File: config.mk
export PLATFORM = sky130hd
export DESIGN_NAME = bp_pht_arbiter
export DESIGN_NICKNAME = d
export VERILOG_FILES = /design/src/rtl/bp_pht_arbiter.sv
export SDC_FILE = /design/constraint.sdc
export NUM_CORES = 1
export LEC_CHECK = 0
export ABC_AREA = 1
export BUFFER_PORTS_ARGS = -buffer_cell sky130_fd_sc_hd__buf_2
export CAP_MARGIN = 10
export CORE_ASPECT_RATIO = 1.75
export CORE_MARGIN = 4
export CORE_UTILIZATION = 49
export CTS_CLUSTER_DIAMETER = 50
export DETAILED_ROUTE_END_ITERATION = 6
export PLACE_DENSITY = 0.77
export SYNTH_ARGS = -nofsm -noshare
export SYNTH_HDL_FRONTEND = slang
export SYNTH_SLANG_ARGS = --single-unit
export TNS_END_PERCENT = 100
File: constraint.sdc
create_clock -name clk -period 2.2 [get_ports clk]
set_input_delay 0.33 -clock clk [delete_from_list [all_inputs] [get_ports clk]]
set_output_delay 0.33 -clock clk [all_outputs]
set_load 0.01 [all_outputs]
File: src/rtl/bp_pht_arbiter.sv
// PHT port owner for the pshare predictor: sweeps the table to weakly-not-taken after reset,
// then shares the single port between 1-cycle lookups and FIFO-buffered counter updates.
module bp_pht_arbiter #(
    parameter int ADDR_W     = 32,
    parameter int IDX_W      = 7,
    parameter int QDEPTH     = 4,
    parameter int STARVE_MAX = 8
) (
    input  logic              clk,
    input  logic              reset,
    input  logic              lk_valid,
    output logic              lk_ready,
    input  logic [ADDR_W-1:0] lk_pc,
    output logic              pred_valid,
    output logic              pred_taken,
    output logic [1:0]        pred_ctr,
    input  logic              upd_valid,
    output logic              upd_ready,
    input  logic [ADDR_W-1:0] upd_pc,
    input  logic              upd_taken,
    input  logic [1:0]        upd_ctr,
    output logic              pht_en,
    output logic              pht_we,
    output logic [IDX_W-1:0]  pht_addr,
    output logic [1:0]        pht_wdata,
    input  logic [1:0]        pht_rdata,
    output logic              init_done,
    output logic [31:0]       lookup_count,
    output logic [31:0]       mispredict_count
);

    localparam int PTR_W = $clog2(QDEPTH);
    localparam int CNT_W = PTR_W + 1;
    localparam int STV_W = $clog2(STARVE_MAX + 1);
    localparam logic [CNT_W-1:0] FULL_COUNT = CNT_W'(QDEPTH);
    localparam logic [STV_W-1:0] STARVE_LIM = STV_W'(STARVE_MAX);
    localparam logic [IDX_W-1:0] LAST_IDX   = '1;

    typedef enum logic {ST_INIT, ST_RUN} state_t;

    typedef struct packed {
        logic [IDX_W-1:0] idx;
        logic [1:0]       ctr;
        logic             taken;
    } upd_entry_t;

    state_t           state_q, state_d;
    logic [IDX_W-1:0] init_idx_q;
    upd_entry_t       fifo_mem [QDEPTH];
    upd_entry_t       head;
    logic [PTR_W-1:0] wr_ptr_q, rd_ptr_q;
    logic [CNT_W-1:0] count_q;
    logic [STV_W-1:0] starve_q;
    logic             rd_pending_q;
    logic [1:0]       pred_ctr_q;
    logic [31:0]      lookup_q, misp_q;

    logic fifo_empty, fifo_full, in_run, force_drain;
    logic lk_grant, upd_push, drain;
    logic unused_pc_bits;

    function automatic logic [1:0] sat_ctr(input logic [1:0] c, input logic t);
        if (t) return (c == 2'b11) ? 2'b11 : c + 2'b01;
        else   return (c == 2'b00) ? 2'b00 : c - 2'b01;
    endfunction

    assign fifo_empty  = (count_q == '0);
    assign fifo_full   = (count_q == FULL_COUNT);
    assign in_run      = reset && (state_q == ST_RUN);
    assign force_drain = !fifo_empty && (fifo_full || starve_q == STARVE_LIM);

    // Handshakes depend only on registered state so requesters never see a combinational loop.
    assign lk_ready  = in_run && !force_drain;
    assign upd_ready = reset && !fifo_full;
    assign lk_grant  = lk_valid && lk_ready;
    assign upd_push  = upd_valid && upd_ready;
    assign drain     = in_run && !fifo_empty && (force_drain || !lk_valid);
    assign head      = fifo_mem[rd_ptr_q];

    assign pred_valid       = reset && rd_pending_q;
    assign pred_ctr         = pred_valid ? pht_rdata : pred_ctr_q;
    assign pred_taken       = pred_ctr[1];
    assign init_done        = reset && (state_q == ST_RUN);
    assign lookup_count     = lookup_q;
    assign mispredict_count = misp_q;

    assign unused_pc_bits = ^{lk_pc[ADDR_W-1:IDX_W+2], lk_pc[1:0],
                              upd_pc[ADDR_W-1:IDX_W+2], upd_pc[1:0]};

    // NOTE: every output of this block gets a default first, so no path leaves one unassigned (no latch).
    always_comb begin
        state_d   = state_q;
        pht_en    = 1'b0;
        pht_we    = 1'b0;
        pht_addr  = '0;
        pht_wdata = 2'b00;
        case (state_q)
            ST_INIT: begin
                pht_en    = reset;
                pht_we    = reset;
                pht_addr  = init_idx_q;
                pht_wdata = 2'b01;
                if (init_idx_q == LAST_IDX) state_d = ST_RUN;
            end
            ST_RUN: begin
                if (drain) begin
                    pht_en    = 1'b1;
                    pht_we    = 1'b1;
                    pht_addr  = head.idx;
                    pht_wdata = sat_ctr(head.ctr, head.taken);
                end else if (lk_grant) begin
                    pht_en   = 1'b1;
                    pht_addr = lk_pc[IDX_W+1:2];
                end
            end
            default: state_d = ST_INIT;
        endcase
    end

    // NOTE: state uses non-blocking assignments so every register samples pre-edge values.
    always_ff @(posedge clk) begin
        if (!reset) begin
            state_q      <= ST_INIT;
            init_idx_q   <= '0;
            wr_ptr_q     <= '0;
            rd_ptr_q     <= '0;
            count_q      <= '0;
            starve_q     <= '0;
            rd_pending_q <= 1'b0;
            pred_ctr_q   <= 2'b00;
            lookup_q     <= '0;
            misp_q       <= '0;
        end else begin
            state_q      <= state_d;
            rd_pending_q <= lk_grant;
            if (state_q == ST_INIT) init_idx_q <= init_idx_q + IDX_W'(1);
            if (rd_pending_q) pred_ctr_q <= pht_rdata;

            if (upd_push) wr_ptr_q <= wr_ptr_q + PTR_W'(1);
            if (drain)    rd_ptr_q <= rd_ptr_q + PTR_W'(1);
            case ({upd_push, drain})
                2'b10:   count_q <= count_q + CNT_W'(1);
                2'b01:   count_q <= count_q - CNT_W'(1);
                default: count_q <= count_q;
            endcase

            if (drain || fifo_empty)
                starve_q <= '0;
            else if (lk_grant && starve_q != STARVE_LIM)
                starve_q <= starve_q + STV_W'(1);

            if (lk_grant) lookup_q <= lookup_q + 32'd1;
            if (upd_push && (upd_ctr[1] != upd_taken)) misp_q <= misp_q + 32'd1;
        end
    end

    // NOTE: FIFO storage has no reset; the count and pointers alone decide which entries are live.
    always_ff @(posedge clk) begin
        if (upd_push)
            fifo_mem[wr_ptr_q] <= '{idx: upd_pc[IDX_W+1:2], ctr: upd_ctr, taken: upd_taken};
    end

endmodule
==> results of run 1 <==
[what timing repair did]
| item | 4_1_cts | 5_1_grt |
|---|---|---|
| endpoints found under the hold margin | 0 | 0 |
| setup endpoints to repair | 10 | 11 |
| resized for setup | 7 | 21 |
| buffers inserted | 3 | 6 |
| gates cloned | 0 | 1 |
| pin swaps | 2 | 6 |
[stage by stage]
step / power, mW / instances / setup slack (ps)
2_1_floorplan: 2.65 / 880 / 0.975
3_3_place_gp: 2.72 / 1149 / 145
3_5_place_dp: 2.73 / 1149 / 108
4_1_cts: 5.81 / 1184 / 21.6
5_1_grt: 5.96 / 1191 / -55.2
6_report: 5.78 / 1191 / 20.1
[synthesized netlist by cell type, types with 2 or more instances]
master / number / area, sq um
ha_1: 10 / 125
or2_2: 2 / 12.5
nand4_1: 19 / 119
xor2_1: 2 / 17.5
nand3b_1: 4 / 30.0
a21o_1: 2 / 15.0
edfxtp_1: 40 / 1200
clkbuf_1: 8 / 30.0
buf_1: 2 / 7.51
xnor2_1: 6 / 52.6
o22ai_1: 9 / 56.3
nor3b_1: 2 / 15.0
nor2_1: 162 / 608
buf_2: 5 / 25.0
buf_4: 5 / 37.5
a21oi_1: 49 / 245
inv_1: 99 / 372
nand3_2: 2 / 20.0
inv_2: 3 / 11.3
nor2_2: 7 / 43.8
nor3_1: 17 / 85.1
nand3_4: 2 / 35.0
nand2_2: 3 / 18.8
nand3_1: 71 / 355
o21ai_0: 44 / 220
buf_6: 4 / 45.0
nand2_1: 198 / 743
and3_1: 3 / 18.8
dfxtp_1: 88 / 1760
[cell families after synthesis]
| family | after synthesis |
|---|---|
| simple gates | 497 |
| flops | 128 |
| buf+inv | 127 |
| compound gates | 109 |
| fa+ha+maj | 11 |
| xor+xnor | 8 |
[worst reg2reg max path, cell delays in order, from the launching register on]
cell and delay, ps:
dfxtp_2 320, inv_2 70, ha_4 140, nand3b_1 100, nand3_1 100, nand2_2 80
inv_4 90, ha_1 150, inv_1 70, fa_1 380, a21oi_1 140, o21ai_0 120
o21ai_1 130, a21oi_1 50
[power by group through the flow]
| stage | Combinational [mW] | Sequential [mW] | Clock, mW |
|---|---|---|---|
| after floorplan | 0.125 | 2.53 | 0 |
| after global placement | 0.196 | 2.53 | 0 |
| after detailed placement | 0.201 | 2.53 | 0 |
| after CTS | 0.204 | 2.48 | 3.13 |
| after global routing | 0.230 | 2.48 | 3.25 |
| final | 0.208 | 2.48 | 3.10 |
[flip-flops by register name, summed over array words and instances, names as in the netlist, named ones only]
name	count
mispredict_count	32
rd_pending_q	1
lookup_count	32
starve_q	4
init_idx_q	7
fifo_mem	40
wr_ptr_q	2
pred_ctr_q	2
count_q	3
state_q	1
rd_ptr_q	2
[cells in the final DEF, fill, tap and decap left out, drive strengths merged, types with 17 or more instances in the layout]
| master | instances |
|---|---|
| nor2 | 171 |
| dfxtp | 88 |
| nor3 | 17 |
| nand4 | 20 |
| nand3 | 75 |
| o21ai | 45 |
| clkbuf | 20 |
| a21oi | 50 |
| edfxtp | 40 |
| inv | 108 |
| buf | 131 |
| nand2 | 202 |
[routing by layer]
| layer | up-vias | track usage |
|---|---|---|
| met5 | - | 0 |
| met4 | 0 | 0.0966 |
| met3 | 29 | 0.0424 |
| met2 | 176 | 0.406 |
| met1 | 2863 | 0.231 |
| li1 | 3130 | - |
[worst max path at each step]
stage                                   from                      end  slack, ps  cells after the start
floorplan           starve_q[0]$_SDFFE_PP0P_  count_q[2]$_SDFFE_PN0P_          1                     14
global placement    starve_q[0]$_SDFFE_PP0P_  count_q[2]$_SDFFE_PN0P_        140                     13
detailed placement  starve_q[0]$_SDFFE_PP0P_  count_q[2]$_SDFFE_PN0P_        110                     13
CTS                 starve_q[0]$_SDFFE_PP0P_              pht_addr[2]         20                     11
global route        starve_q[1]$_SDFFE_PP0P_              pht_addr[1]        -60                     11
finish              starve_q[1]$_SDFFE_PP0P_              pht_addr[1]         20                     11
[final cells by class]
class / instances / area (sq um) / area share
well taps: 171 / 214 / 0.0266
clock buffers: 19 / 454 / 0.0565
repair buffers: 132 / 801 / 0.0996
inverters: 103 / 392 / 0.0487
clock inverters: 13 / 196 / 0.0244
multi-input cells: 625 / 3010 / 0.375
flip-flops and latches: 128 / 2970 / 0.369
==> reports/results.ini, run 1 <==
[critical_path]
path_common_cell = nand3_1
reg2reg_depth = 13
max_stage_delay_ps = 360
endpoint_kind = output port
reg2reg_slack_ps = 150
startpoint_type = register
cp_data_arrival_time_ps = 1850
r2r-start = starve_q[0]$_SDFFE_PP0P_
crit_path_cell_trace = inv_2 > ha_4 > nand3b_1 > nand3_1 > nand2_2 > inv_4 > buf_12 > clkbuf_16 > nand2_1 > nand3_1 > buf_2
critPathBufInv = 5
cpMaxStageDelayCell = dfxtp_2
worstSetupPathType = register to output port
rr_endpoint = count_q[2]$_SDFFE_PN0P_
worstPathMaxFanout = 5
cpLargestDelayFamily = buffers and inverters
crit_required_ps = 1870

[layout]
layout.nets = 1091
postLayoutCellArea_sq_mm = 0.00804
area_growth_pct = 24.3
fin_util = 0.621
num-fill-cells = 1134
diodes = 0
final_layout_size_suffix_gt1_frac = 0.200

[placed_design]
placed_area_sq_mm = 0.00720
numPortBuffers = 104
place_hpwl_mm = 11.7
routabilityCongestion = 0.873

[min_path]
min_from = upd_pc[4]
hold_depth = 1
whs_endpoint = fifo_mem[1][5]$_DFFE_PP_
min_path_type = input pin to register

[synth]
synth_seq_cells = 128
synth_edf_count = 40
synth.distinct_cells = 41
yosys_warnings = 0
async_flop_share = 0
synth-xor-area-share = 0.0108
synth_fa_ha_area_frac = 0.0225
synth_flop_cell = dfxtp_1
synth_simple_gate_area_frac = 0.336
synth_top_family_by_area = simple AND/OR/NAND/NOR gates
synth_compound_area_frac = 0.0898
synth_mux_area_frac = 0
synth_fp_nets = 964
synth_cells = 880
syn_area_sq_mm = 0.00646
synth_area_per_cell_sq_um = 7.35
synth-seq-area-share = 0.458

[cts]
numCtsBuffers = 17
cts_tree = done
hold_buffers = 0
clkLatencyLatePin_ps = 420
clock-sinks = 128
clk_path_buf_depth = 2
cts.clk_slew.worst_paths_ps = 60
root_buffer = clkbuf_16
htreeDepth = 4

[timing]
clock_skew_ps = 11.4
finalHoldViolCount = 0
min_period_ps = 2180
hold_slack_ps = 126
rsz0062_at_grt = yes
finalCritPeriodShare = 0.991
setup_tns_ps = 0
tightest_slew_ps = 498
drv_slew = 0
max_slew_margin = 0.668
finalSetupViolations = 0
max_freq_ghz = 0.459

[routing]
wl_mm = 16.6
wl_met3_microns = 839
drc = 0
m1WireLength_mm = 6.32
drt_iter0_markers = 223
wire_per_inst_microns = 13.9
vias_per_cell = 5.20
top_layer_used = met4
dr_total_vias = 6198
antenna_left = 0
drt_pass1_iterations = 5
dr_wl_met2_mm = 9.07

[floorplan]
rows = 55
dieArea_sq_mm = 0.0152
die_x_microns = 94.8
core_sq_mm = 0.0129
pin_count = 155
die_h_microns = 160
start_util = 0.500

[power_and_ir_drop]
p_switching_mw = 1.26
p_leak_nw = 3.42
pwr-share-seq = 0.429
combPwrFrac = 0.036
p_int_mw = 4.52
p_per_area_mw_per_mm2 = 719
switching_share = 0.218
max-vdd-ir-drop_mv = 0.550
p_clk_frac = 0.535

[outcome]
status = finished, final reports clean

[grt]
grt_pass1_wl_mm = 26.7
overflow = 0
grt_pass1_vias = 5958
grt_max_degree = 48
track_usage = 0.219
antenna_found_initial = 0

[flow_run]
drv_cap = 0

No activity file was read; power rests on OpenSTA's default activity.
==> run 2: changes to the inputs <==
--- a/config.mk
+++ b/config.mk
@@ -12,8 +12,10 @@
 export CORE_MARGIN = 4
 export CORE_UTILIZATION = 49
 export CTS_CLUSTER_DIAMETER = 50
+export CTS_CLUSTER_SIZE = 24
 export DETAILED_ROUTE_END_ITERATION = 6
 export PLACE_DENSITY = 0.77
+export RECOVER_POWER = 25
 export SYNTH_ARGS = -nofsm -noshare
 export SYNTH_HDL_FRONTEND = slang
 export SYNTH_SLANG_ARGS = --single-unit
==> reports/results.ini, run 2 (synthesis gave the netlist of run 1 again) <==
[layout]
regMostFlops = fifo_mem
area_growth_pct = 23.8
layout.nets = 1091  ; unchanged
final_cell_mix = nand2_1, nor2_1, inv_1, dfxtp_1, buf_2
multi_input_area_sq_mm = 0.00301  ; about the same
num-fill-cells = 1150  ; +1.4%
diodes = 0  ; unchanged
largest_reg_flops = 40  ; unchanged
final_common_cell = nand2_1
seqCellArea_sq_mm = 0.00297  ; unchanged
postLayoutCellArea_sq_mm = 0.00800  ; -0.44%
final_layout_size_suffix_gt1_frac = 0.175  ; -0.0245

[power_and_ir_drop]
finalPower_mw = 5.78  ; about the same
p_leak_nw = 3.33  ; -2.7%
max-vdd-ir-drop_mv = 0.551  ; +0.19%
p_per_area_mw_per_mm2 = 722  ; +0.39%

[grt]
antenna_found_initial = 0  ; unchanged
overflow = 0  ; unchanged
track_usage = 0.219  ; unchanged
grt_max_degree = 48  ; unchanged
grt_pass1_vias = 5958  ; unchanged
grt_pass1_wl_mm = 26.7  ; unchanged

[timing]
hold_slack_ps = 174  ; +48.5 ps
clock_skew_ps = 10.3  ; -1.11 ps
finalHoldViolCount = 0  ; unchanged
finalSetupViolations = 0  ; unchanged
rsz0062_at_grt = yes
drv_slew = 0  ; unchanged
finalCritPeriodShare = 0.993  ; +0.00224
tightest_slew_ps = 613  ; +114 ps
min_period_ps = 2180  ; +4.93 ps
max_freq_ghz = 0.458  ; -0.23%
setup_tns_ps = 0  ; unchanged
max_slew_margin = 0.592  ; -0.0762

[routing]
drt_pass1_iterations = 5  ; unchanged
vias_per_cell = 5.19  ; -0.32%
dr_total_vias = 6178  ; -0.32%
wire_per_inst_microns = 13.9  ; -0.14%
antenna_left = 0  ; unchanged
drt_iter0_markers = 218  ; -2.2%
drc = 0  ; unchanged
wl_mm = 16.6  ; -0.14%

[floorplan]
die_h_microns = 160  ; unchanged
rows = 55  ; unchanged
dieArea_sq_mm = 0.0152  ; unchanged
core_sq_mm = 0.0129  ; unchanged
pin_count = 155  ; unchanged
start_util = 0.500  ; unchanged
die_x_microns = 94.8  ; unchanged

[cts]
clkLatencyLatePin_ps = 420  ; about the same
clk_path_buf_depth = 2  ; unchanged
numCtsBuffers = 17  ; unchanged
cts.clk_slew.worst_paths_ps = 60  ; about the same
root_buffer = clkbuf_16
cts_tree = done
htreeDepth = 4  ; unchanged
clock-sinks = 128  ; unchanged
hold_buffers = 0  ; unchanged

[critical_path]
max_stage_delay_ps = 360  ; about the same
critPathBufInv = 5  ; unchanged
worstSetupPathType = register to output port
startpoint_type = register
endpoint_kind = output port
worstPathMaxFanout = 5  ; unchanged
crit_path_cell_trace = inv_2 > ha_4 > nand3b_1 > nand3_1 > nand2_2 > inv_4 > buf_12 > clkbuf_16 > nand2_1 > nand3_1 > buf_2
cpLargestDelayFamily = buffers and inverters
cp_data_arrival_time_ps = 1850  ; about the same
crit_required_ps = 1870  ; about the same
path_depth = 11  ; unchanged
reg2reg_depth = 13  ; unchanged
cpMaxStageDelayCell = dfxtp_2
path_common_cell = nand3_1

[placed_design]
routabilityCongestion = 0.873  ; unchanged
numPortBuffers = 104  ; unchanged
place_hpwl_mm = 11.7  ; unchanged
placed_area_sq_mm = 0.00720  ; unchanged

[flow_run]
drv_cap = 0  ; unchanged

[outcome]
status = finished, final reports clean

[min_path]
hold_depth = 1  ; unchanged
min_path_type = input pin to register

## run 2: area by class of cell
type,count,area share
flip-flops and latches,128,0.371
clock inverters,13,0.0245
repair buffers,132,0.0960
inverters,103,0.0489
well taps,171,0.0267
clock buffers,19,0.0568
multi-input cells,625,0.376
## run 2: final timing paths
kind                                   start                         end  slack [ps]
setup reg to reg    starve_q[0]$_SDFFE_PP0P_     count_q[2]$_SDFFE_PN0P_         150
hold / removal                     upd_pc[4]    fifo_mem[1][5]$_DFFE_PP_         170
hold reg to reg   pred_ctr_q[1]$_SDFFE_PN0P_  pred_ctr_q[1]$_SDFFE_PN0P_         460
setup / recovery    starve_q[1]$_SDFFE_PP0P_                 pht_addr[1]          20
## run 2: worst register-to-register path, cell delays in order (launching register included)
cell      delay, ps
dfxtp_2         320
inv_2            70
ha_4            140
nand3b_1        100
nand3_1         100
nand2_2          80
inv_4            90
ha_1            150
inv_1            70
fa_1            380
a21oi_1         140
o21ai_0         120
o21ai_1         130
a21oi_1          50
## run 2: layer usage
layer	GRT usage	vias up	share of wire
met5	0	-	0
met4	0.0966	0	0.021
met3	0.0424	27	0.045
met2	0.406	153	0.55
met1	0.231	2870	0.39
li1	-	3128	-
## run 2: power breakdown
group,switching [mW],internal [mW]
clock network,1.11,1.99
logic,0.135,0.0689
registers,0.0157,2.46
total,1.26,4.52
## run 2: what timing repair did
action | in CTS | in global routing
endpoints found under the setup margin | 10 | 11
gates resized for setup | 7 | 21
cloned | 0 | 1
pin swaps | 2 | 6
setup buffers | 3 | 6
hold endpoints to repair | 0 | 0
## run 2: per-stage QoR
step | std cells | setup WS [ps] | util
floorplan | 880 | 0.975 | -
global placement | 1149 | 145 | 0.557
detailed placement | 1149 | 108 | 0.557
CTS | 1184 | 21.6 | 0.610
global route | 1191 | -55.2 | 0.619
finish | 1191 | 15.1 | 0.619
==> run 3: changes to the inputs <==
==> constraint.sdc (replaced) <==
create_clock -name clk -period 2.2 [get_ports clk]
set_input_delay 0.44 -clock clk [delete_from_list [all_inputs] [get_ports clk]]
set_output_delay 0.44 -clock clk [all_outputs]
set_load 0.01 [all_outputs]
==> reports/results.ini, run 3 (synthesis gave the netlist of run 1 again) <==
[outcome]
status = finished, violations left
violations = negative setup slack

[routing]
drt_iter0_markers = 283  ; +30%
wl_mm = 16.3  ; -1.3%
dr_total_vias = 6195  ; +0.28%
drt_pass1_iterations = 5  ; unchanged
wire_per_inst_microns = 13.7  ; -1.5%
antenna_left = 0  ; unchanged
vias_per_cell = 5.19  ; +0.11%
drc = 0  ; unchanged

[layout]
final_common_cell = nand2_1
seqCellArea_sq_mm = 0.00297  ; +0.13%
regMostFlops = fifo_mem
layout.nets = 1093  ; +0.18%
multi_input_area_sq_mm = 0.00305  ; +1.2%
instances_no_fill = 1193  ; +0.17%
diodes = 0  ; unchanged
largest_reg_flops = 40  ; unchanged
final_layout_size_suffix_gt1_frac = 0.187  ; +0.0114
final_cell_mix = nand2_1, nor2_1, inv_1, dfxtp_1, buf_2
postLayoutCellArea_sq_mm = 0.00794  ; -0.81%
fin_util = 0.614  ; -0.00503
area_growth_pct = 22.8
num-fill-cells = 1203  ; +4.6%

[cts]
cts.clk_slew.worst_paths_ps = 60  ; about the same
numCtsBuffers = 17  ; unchanged
hold_buffers = 0  ; unchanged
root_buffer = clkbuf_16
clock-sinks = 128  ; unchanged
cts_tree = done
clk_path_buf_depth = 2  ; unchanged
clkLatencyLatePin_ps = 420  ; about the same
htreeDepth = 4  ; unchanged

[critical_path]
cpLargestDelayFamily = simple AND/OR/NAND/NOR gates
worstPathMaxFanout = 5  ; unchanged
worstSetupPathType = register to output port
critPathBufInv = 3  ; -2
startpoint_type = register
max_stage_delay_ps = 340  ; -20 ps
cp_data_arrival_time_ps = 1810  ; -40 ps
endpoint_kind = output port
cpMaxStageDelayCell = dfxtp_2
crit_required_ps = 1760  ; -110 ps
crit_path_cell_trace = inv_2 > ha_4 > nand3b_1 > nand3_2 > nand2_4 > clkinvlp_4 > nand2_1 > nand3_1 > buf_2

[placed_design]
dp.cells = 1149  ; unchanged
place_hpwl_mm = 11.6  ; -0.74%
placed_area_sq_mm = 0.00720  ; unchanged
dp_slack_ps = 128  ; +20.0 ps
numPortBuffers = 104  ; unchanged
routabilityCongestion = 0.891  ; +2.0%

[grt]
grt_pass1_vias = 5925  ; -0.55%
grt_max_degree = 50  ; +4.2%
overflow = 0  ; unchanged
track_usage = 0.222  ; +0.00263
grt_pass1_wl_mm = 27.0  ; +1.2%
antenna_found_initial = 0  ; unchanged

[power_and_ir_drop]
p_leak_nw = 3.32  ; -0.41%
finalPower_mw = 5.41  ; -6.4%
max-vdd-ir-drop_mv = 0.544  ; -1.2%
p_per_area_mw_per_mm2 = 681  ; -5.7%

[timing]
setup_ws_ps = -53.0  ; -68.1 ps
drv_slew = 0  ; unchanged
rsz0062_at_grt = yes
max_freq_ghz = 0.444  ; -3.0%
finalSetupViolations = 4  ; +4
min_period_ps = 2250  ; +68.1 ps
setup_tns_ps = -85.7  ; -85.7 ps
finalHoldViolCount = 0  ; unchanged
max_slew_margin = 0.144  ; -0.447
clock_skew_ps = 13.2  ; +2.97 ps
finalCritPeriodShare = 1.02  ; +0.0310
hold_slack_ps = 287  ; +113 ps
tightest_slew_ps = 1280  ; +671 ps

[floorplan]
dieArea_sq_mm = 0.0152  ; unchanged
rows = 55  ; unchanged
die_x_microns = 94.8  ; unchanged
core_sq_mm = 0.0129  ; unchanged
die_h_microns = 160  ; unchanged
start_util = 0.500  ; unchanged
pin_count = 155  ; unchanged

[flow_run]
drv_cap = 0  ; unchanged

[min_path]
min_path_type = input pin to register

==> run 3: cell count changes in the layout (fill, tap and decap cells not counted), moves of 3 or more <==
| cell | change |
|---|---|
| buf_2 | +5 |
| buf_4 | +3 |
| clkinv_2 | +4 |
| inv_6 | -3 |
| nand2_1 | -3 |
==> run 3: layer usage <==
metal | up-vias | global-route usage | share of wire
met5 | - | 0 | 0
met4 | 0 | 0.0940 | 0.023
met3 | 32 | 0.0401 | 0.048
met2 | 168 | 0.414 | 0.55
met1 | 2867 | 0.235 | 0.38
li1 | 3128 | - | -
==> run 3: final timing paths <==
kind,startpoint,to,slack [ps],cells past startpoint
max,starve_q[0]$_SDFFE_PP0P_,pht_addr[1],-50,9
min,upd_pc[6],fifo_mem[3][7]$_DFFE_PP_,290,1
max reg2reg,starve_q[0]$_SDFFE_PP0P_,count_q[1]$_SDFFE_PN0P_,140,12
min reg2reg,pred_ctr_q[1]$_SDFFE_PN0P_,pred_ctr_q[1]$_SDFFE_PN0P_,460,2
==> run 3: report_power, final <==
part	leakage, nW	switching, mW	internal, mW	total, mW
Clock	0.275	1.06	1.67	2.73
Sequential	1.08	0.0160	2.46	2.48
Combinational	1.97	0.136	0.0671	0.203
Total	3.32	1.21	4.20	5.41
==> run 3: timing repair <==
action                     4_1_cts  5_1_grt
setup endpoints to repair        9       14
gates resized for setup         14       25
pin swaps                        5       15
setup buffers                    8        4
gates cloned                     1        0
==> run 3: final cells by class <==
type,instances,share of cell area
Clock inverter,13,0.0173
Sequential cell,128,0.374
Tap cell,171,0.0270
Inverter,103,0.0498
Clock buffer,19,0.0545
Timing Repair inverter,1,0.000946
Timing Repair Buffer,133,0.0924
Multi-Input combinational cell,625,0.384
